### src/rtl/smem_arb_pkg.sv
// rtl/smem_arb_pkg.sv - shared widths, tag layout, request record and FSM states for the SMEM arbiter
package smem_arb_pkg;

  localparam int RN_W       = 6;
  localparam int ADDR_W     = 42;
  localparam int FIFO_DEPTH = 8;
  localparam int SKID       = 3;

  localparam int CNT_W       = $clog2(FIFO_DEPTH) + 1;
  localparam int TAG_W       = RN_W + 2;
  localparam int TAG_KL_BIT  = RN_W;
  localparam int TAG_SRC_BIT = RN_W + 1;

  localparam logic SRC_F = 1'b0;
  localparam logic SRC_B = 1'b1;
  localparam logic KL_K  = 1'b0;
  localparam logic KL_L  = 1'b1;

  typedef enum logic [1:0] {
    IDLE,
    SEND_K,
    SEND_L
  } arb_state_t;

  typedef struct packed {
    logic [RN_W-1:0]   read_num;
    logic [ADDR_W-1:0] addr_k;
    logic [ADDR_W-1:0] addr_l;
  } req_t;

  localparam int REQ_W = $bits(req_t);

  function automatic logic [TAG_W-1:0] make_tag(input logic src, input logic kl,
                                                input logic [RN_W-1:0] read_num);
    return {src, kl, read_num};
  endfunction

endpackage

### src/rtl/smem_req_fifo.sv
// rtl/smem_req_fifo.sv - synchronous request FIFO with occupancy count and overflow strobe
module smem_req_fifo #(
  parameter int WIDTH = 8,
  parameter int DEPTH = 8
) (
  input  logic                     clk,
  input  logic                     rst,
  input  logic                     push,
  input  logic [WIDTH-1:0]         push_data,
  input  logic                     pop,
  output logic [WIDTH-1:0]         pop_data,
  output logic [$clog2(DEPTH):0]   count,
  output logic                     empty,
  output logic                     overflow
);

  localparam int PTR_W = $clog2(DEPTH);
  localparam int CW    = PTR_W + 1;

  logic [WIDTH-1:0] mem [DEPTH];
  logic [PTR_W-1:0] wr_ptr, rd_ptr;
  logic [CW-1:0]    count_q;
  logic             full, do_push, do_pop;

  assign full     = (count_q == CW'(DEPTH));
  assign empty    = (count_q == '0);
  assign do_pop   = pop && !empty;
  // A full FIFO still takes a push when the head leaves in the same cycle.
  assign do_push  = push && (!full || do_pop);
  assign overflow = push && full && !do_pop;
  assign pop_data = mem[rd_ptr];
  assign count    = count_q;

  always_ff @(posedge clk or posedge rst) begin
    if (rst) begin
      wr_ptr  <= '0;
      rd_ptr  <= '0;
      count_q <= '0;
    end else begin
      if (do_push) wr_ptr <= wr_ptr + PTR_W'(1);
      if (do_pop)  rd_ptr <= rd_ptr + PTR_W'(1);
      case ({do_push, do_pop})
        2'b10:   count_q <= count_q + CW'(1);
        2'b01:   count_q <= count_q - CW'(1);
        default: count_q <= count_q;
      endcase
    end
  end

  always_ff @(posedge clk) begin
    if (do_push) mem[wr_ptr] <= push_data;
  end

endmodule

### src/rtl/smem_mem_req_arbiter.sv
// rtl/smem_mem_req_arbiter.sv - round-robin sharing of the occurrence-memory port between the
// forward and backward SMEM pipelines, two tagged beats (k then l) per request
module smem_mem_req_arbiter
  import smem_arb_pkg::*;
(
  input  logic              clk,
  input  logic              rst,
  input  logic              req_valid_f,
  input  logic [RN_W-1:0]   read_num_f,
  input  logic [ADDR_W-1:0] addr_k_f,
  input  logic [ADDR_W-1:0] addr_l_f,
  input  logic              req_valid_b,
  input  logic [RN_W-1:0]   read_num_b,
  input  logic [ADDR_W-1:0] addr_k_b,
  input  logic [ADDR_W-1:0] addr_l_b,
  output logic              stall_f,
  output logic              stall_b,
  output logic              mem_req_valid,
  input  logic              mem_req_ready,
  output logic [ADDR_W-1:0] mem_req_addr,
  output logic [TAG_W-1:0]  mem_req_tag,
  output logic              overflow_err
);

  req_t             head_f, head_b, entry_q;
  logic [CNT_W-1:0] count_f, count_b;
  logic             empty_f, empty_b, ovf_f, ovf_b;
  logic             last_grant_q, entry_src_q, grant_src, any_req, pop_req;
  arb_state_t       state_q, state_d;

  smem_req_fifo #(.WIDTH(REQ_W), .DEPTH(FIFO_DEPTH)) u_fifo_f (
    .clk       (clk),
    .rst       (rst),
    .push      (req_valid_f),
    .push_data ({read_num_f, addr_k_f, addr_l_f}),
    .pop       (pop_req && grant_src == SRC_F),
    .pop_data  (head_f),
    .count     (count_f),
    .empty     (empty_f),
    .overflow  (ovf_f)
  );

  smem_req_fifo #(.WIDTH(REQ_W), .DEPTH(FIFO_DEPTH)) u_fifo_b (
    .clk       (clk),
    .rst       (rst),
    .push      (req_valid_b),
    .push_data ({read_num_b, addr_k_b, addr_l_b}),
    .pop       (pop_req && grant_src == SRC_B),
    .pop_data  (head_b),
    .count     (count_b),
    .empty     (empty_b),
    .overflow  (ovf_b)
  );

  assign any_req   = !empty_f || !empty_b;
  // With both sources waiting, the one not served last wins.
  assign grant_src = (!empty_f && !empty_b) ? ~last_grant_q : (empty_f ? SRC_B : SRC_F);

  always_comb begin
    state_d       = state_q;
    pop_req       = 1'b0;
    mem_req_valid = 1'b0;
    case (state_q)
      IDLE: begin
        if (any_req) begin
          pop_req = 1'b1;
          state_d = SEND_K;
        end
      end
      SEND_K: begin
        mem_req_valid = 1'b1;
        if (mem_req_ready) state_d = SEND_L;
      end
      SEND_L: begin
        mem_req_valid = 1'b1;
        if (mem_req_ready) begin
          pop_req = any_req;
          state_d = any_req ? SEND_K : IDLE;
        end
      end
      default: state_d = IDLE;
    endcase
  end

  always_ff @(posedge clk or posedge rst) begin
    if (rst) begin
      state_q      <= IDLE;
      last_grant_q <= SRC_B;
      entry_src_q  <= SRC_F;
      entry_q      <= '0;
      overflow_err <= 1'b0;
    end else begin
      state_q <= state_d;
      if (pop_req) begin
        entry_q      <= (grant_src == SRC_B) ? head_b : head_f;
        entry_src_q  <= grant_src;
        last_grant_q <= grant_src;
      end
      if (ovf_f || ovf_b) overflow_err <= 1'b1;
    end
  end

  assign stall_f = (count_f >= CNT_W'(FIFO_DEPTH - SKID));
  assign stall_b = (count_b >= CNT_W'(FIFO_DEPTH - SKID));

  assign mem_req_addr = (state_q == SEND_K) ? entry_q.addr_k :
                        (state_q == SEND_L) ? entry_q.addr_l : '0;
  assign mem_req_tag  = mem_req_valid ?
                        make_tag(entry_src_q, (state_q == SEND_L) ? KL_L : KL_K, entry_q.read_num) : '0;

endmodule
### config.mk
export PLATFORM = sky130hd
export DESIGN_NAME = smem_mem_req_arbiter
export DESIGN_NICKNAME = d
export VERILOG_FILES = /design/src/rtl/smem_arb_pkg.sv /design/src/rtl/smem_req_fifo.sv /design/src/rtl/smem_mem_req_arbiter.sv
export SDC_FILE = /design/constraint.sdc
export NUM_CORES = 2
export LEC_CHECK = 0
export BUFFER_PORTS_ARGS = -buffer_cell sky130_fd_sc_hd__buf_2
export CORE_ASPECT_RATIO = 0.5
export CORE_MARGIN = 1.5
export CORE_UTILIZATION = 49
export DETAILED_ROUTE_END_ITERATION = 7
export GPL_TIMING_DRIVEN = 0
export PLACE_DENSITY = 0.66
export SYNTH_ARGS = -nofsm -noshare
export SYNTH_HDL_FRONTEND = slang
export SYNTH_SLANG_ARGS = --single-unit
### constraint.sdc
create_clock -name clk -period 15.6 [get_ports clk]
set_input_delay 3.12 -clock clk [delete_from_list [all_inputs] [get_ports clk]]
set_output_delay 3.12 -clock clk [all_outputs]
set_load 0.02 [all_outputs]
==> metrics.md <==
| Metric | Value |
|---|---|
| GR Overflow Total | 0 |
| Final hold slack | 486 ps |
| CP startpoint kind | register |
| Hold Fails Final Rpt | 0 |
| Number of DRC markers in iteration 0 | approximately 3400 |
| Fin util | a little under three fifths |
| Area Overhead vs Synth | 16.4% |
| Worst path bufs/invs | 4 |
| Leak Pwr | between 20 and 25 nW |
| Crit-path slowest cell | o21ai_0 |
| Worst path cell trace | inv_1 -> ha_1 -> clkbuf_1 -> clkbuf_1 -> nand2_1 -> o21ai_0 -> buf_2 |
| Worst clock skew | ~25 ps |
| First-pass GRT wire length | approximately 200000 µm |
| Worst Max-Slew Pin Slew | between 1000 and 1500 ps |
| DR WL/cell | roughly 29 µm |
| Core ar. | ~0.12 mm² |
| Share of cells above drive strength 1 | 33.2% |
| PostCTS Resize Cnt | 0 |
| Overall Global Routing Usage | 23.4% |
| TritonCTS clock tree | built |
| Max Clk Rate | 153 MHz |
| Top delay family on crit path | buffers and inverters |
| Unique masters post-synth | 37 |
| Number of vias per cell | 5.89 |
| Most used cell, CP | clkbuf_1 |
| Worst Hold Class | register to register |
| VDD IR max | slightly below 0.09 mV |
| Endpoints failing setup | 0 |
| Final nets | about 3400 |
| Largest net degree at the start of global routing | 66 |
| Clock latency on the worst-skew pair | 760 ps |
| CTS Buf Count | between 100 and 150 |
| Cell Rows | 90 |
| Via count | 29287 |
| Mapped Cells | 2683 |
| Sw Ratio | 32.9% |
| Crit Path Class | register to output port |
| CP required | ~12000 ps |
| DRC errors left | 0 |
| Mapped Nets | 2883 |
| Clock sinks | 1555 |
| Largest cells by area after synthesis | edfxtp_1 73%, mux4_2 14%, dfrtp_1 4.8% |
| DIE HEIGHT | ~250 µm |
| GPL Wtd Cong | between 0.9 and 1 |
| Pint | roughly 9 mW |
| Setup crit end kind | output port |
| Crit path largest cell delay | 570 ps |
| Number of fill cells | a little under 9000 |
| Top_reg_cell synth | edfxtp_1 |
| Max Buffers Root-to-Sink | 3 |
| Fin crit share | between 40% and 50% |
| Setup Buffers After CTS | 0 |
| Reg power frac | between 40% and 50% |
| Syn avg cell area | 22.1 µm² |
| Clock share of power | between 20 and 30% |
| Number of synthesized register bits | around 1600 |
| Number of H-tree levels | 4 |
| Critical Path Fanout Max | 10 |
| Most common cell in the netlist | edfxtp_1 |
| Top post-synthesis cells by count | 1440 x edfxtp_1, 360 x mux4_2, 131 x o21ai_0 |
| Number of global-route vias before repair | 28969 |
| Synth Warn # | 0 |
| Combinational share of power | 34.0% |
| NetSw | 4.43 mW |
| Crit path DAT | between 3000 and 4000 ps |
| Final wirelength | about 140000 µm |
| Async SR Flop Fraction | 7.40% |
| Slew HR | about a third |
| Number of synthesized flops with an enable pin | between 1000 and 1500 |
| RSZ-0062 raised after global routing | no |
| Final slew viol count | 0 |
| Final ANT Viol Nets | 0 |
| Max Cap Viol | 0 |
| Die area | 0.123 mm² |
| Minimum clock period | between 6000 and 7000 ps |
| Hpwl dp | 101000 µm |
| Initial antenna violation count | 50 |
| Clock-pin slew on the worst setup and hold paths | approximately 60 ps |
| Power per cell area | 195 mW/mm² |
| Synthesized area | 0.0593 mm² |
| Port Buffers | 238 |
| Synth top area share | roughly 73% |
| Die width | 495 µm |
| Sequential element share of the synthesized area | between 70% and 80% |
| Initial core utilization | 49.3% |
| Root Driver | clkbuf_16 |
| Dominant cell type by area after synthesis | edfxtp_1 |
| TritonRoute pass-1 iters | 8 |
| Outcome | complete, no violations |
| Num ports | approximately 240 |
| # hold bufs at CTS | 0 |
[per-stage QoR]
stage	setup TNS [ps]	worst slack, ps	power, mW	std cells	instance area [µm²]
floorplan	0	1880	8.41	2683	59300
global placement	-4875900	-8220	10.2	4531	62600
global route	0	8990	14.0	4967	69100
CTS	0	9100	13.5	4957	69000
finish	0	9060	13.5	4976	69100
detailed placement	0	8850	10.2	4706	64600
[logic make-up after synthesis]
| logic type | count (synthesis) | share of synthesized area [%] |
|---|---|---|
| mux | 547 | 17.0 |
| compound gates | 247 | 2.51 |
| flops | 1555 | 77.7 |
| xor+xnor | 18 | 0.266 |
| fa+ha+maj | 15 | 0.316 |
| simple gates | 143 | 1.10 |
| buf+inv | 158 | 1.08 |
[flip-flops by register name, indices dropped and copies added (netlist names)]
register and flops:
u_fifo_f.count 4, u_fifo_b.wr_ptr 3, u_fifo_f.wr_ptr 3, last_grant_q 1
u_fifo_b.mem 720, u_fifo_f.mem 720, overflow_err 1, entry_src_q 1
entry_q 90, state_q 2, u_fifo_f.rd_ptr 3, u_fifo_b.count 4
u_fifo_b.rd_ptr 3
[cells in the final DEF, fill, tap and decap left out, types with 92 or more instances in the layout]
cell type	count
edfxtp_1	1440
mux4_2	360
buf_2	266
clkbuf_16	148
clkbuf_1	133
o21ai_0	131
dfrtp_1	114
mux2_2	97
nand2_1	92
[final timing paths]
check / cells after the start / slack, ps / start / to
worst max register to register: 15 / 10600 / state_q[0]$_DFFE_PP0P_ / u_fifo_b.mem[4][20]$_DFFE_PP_
min in group asynchronous: 2 / 2430 / rst / u_fifo_f.rd_ptr[1]$_DFFE_PP0P_
max in group asynchronous: 3 / 12410 / rst / entry_q[35]$_DFFE_PP0N_
worst min-delay path: 1 / 490 / entry_src_q$_DFFE_PP0N_ / entry_src_q$_DFFE_PP0N_
worst min register to register: 1 / 490 / entry_src_q$_DFFE_PP0N_ / entry_src_q$_DFFE_PP0N_
worst max-delay path: 7 / 9060 / state_q[0]$_DFFE_PP0P_ / mem_req_addr[8]
[area by class of cell]
type,instances,area (µm²),area share [%]
Sequential cell,1555,46100,66.8
Multi-Input combinational cell,970,12700,18.4
Clock buffer,189,3930,5.69
Timing Repair Buffer,413,3110,4.50
Tap cell,1610,2010,2.92
Buffer,152,621,0.898
Clock inverter,62,513,0.743
Antenna cell,19,47.5,0.0688
Inverter,6,27.5,0.0399
[power groups by stage]
stage | Clock (mW) | Sequential, mW | Combinational, mW
3_3_place_gp | 0 | 5.86 | 4.31
4_1_cts | 3.42 | 5.52 | 4.61
5_1_grt | 3.57 | 5.56 | 4.87
6_report | 3.37 | 5.52 | 4.59
2_1_floorplan | 0 | 5.66 | 2.75
3_5_place_dp | 0 | 5.60 | 4.60
[worst register-to-register path: stages (launching register included)]
cell and delay [ps]:
dfrtp_1 420, inv_1 140, ha_1 160, clkbuf_1 550, a21oi_1 270, a21oi_1 340, o21ai_0 180, buf_2 250
nor4b_2 910, buf_4 330, buf_4 180, buf_4 210, buf_6 170, buf_4 190, buf_4 200, buf_4 190
[routing by layer]
metal  vias up  global-route usage, %  routed length, µm
met5         -                      0                 96
met1     15506                   34.6              60200
met3       223                   5.05              12500
met4        16                   8.66               4090
li1      12364                      -                  -
met2      1178                   34.5              65900
(Power assumes the default switching activity.)
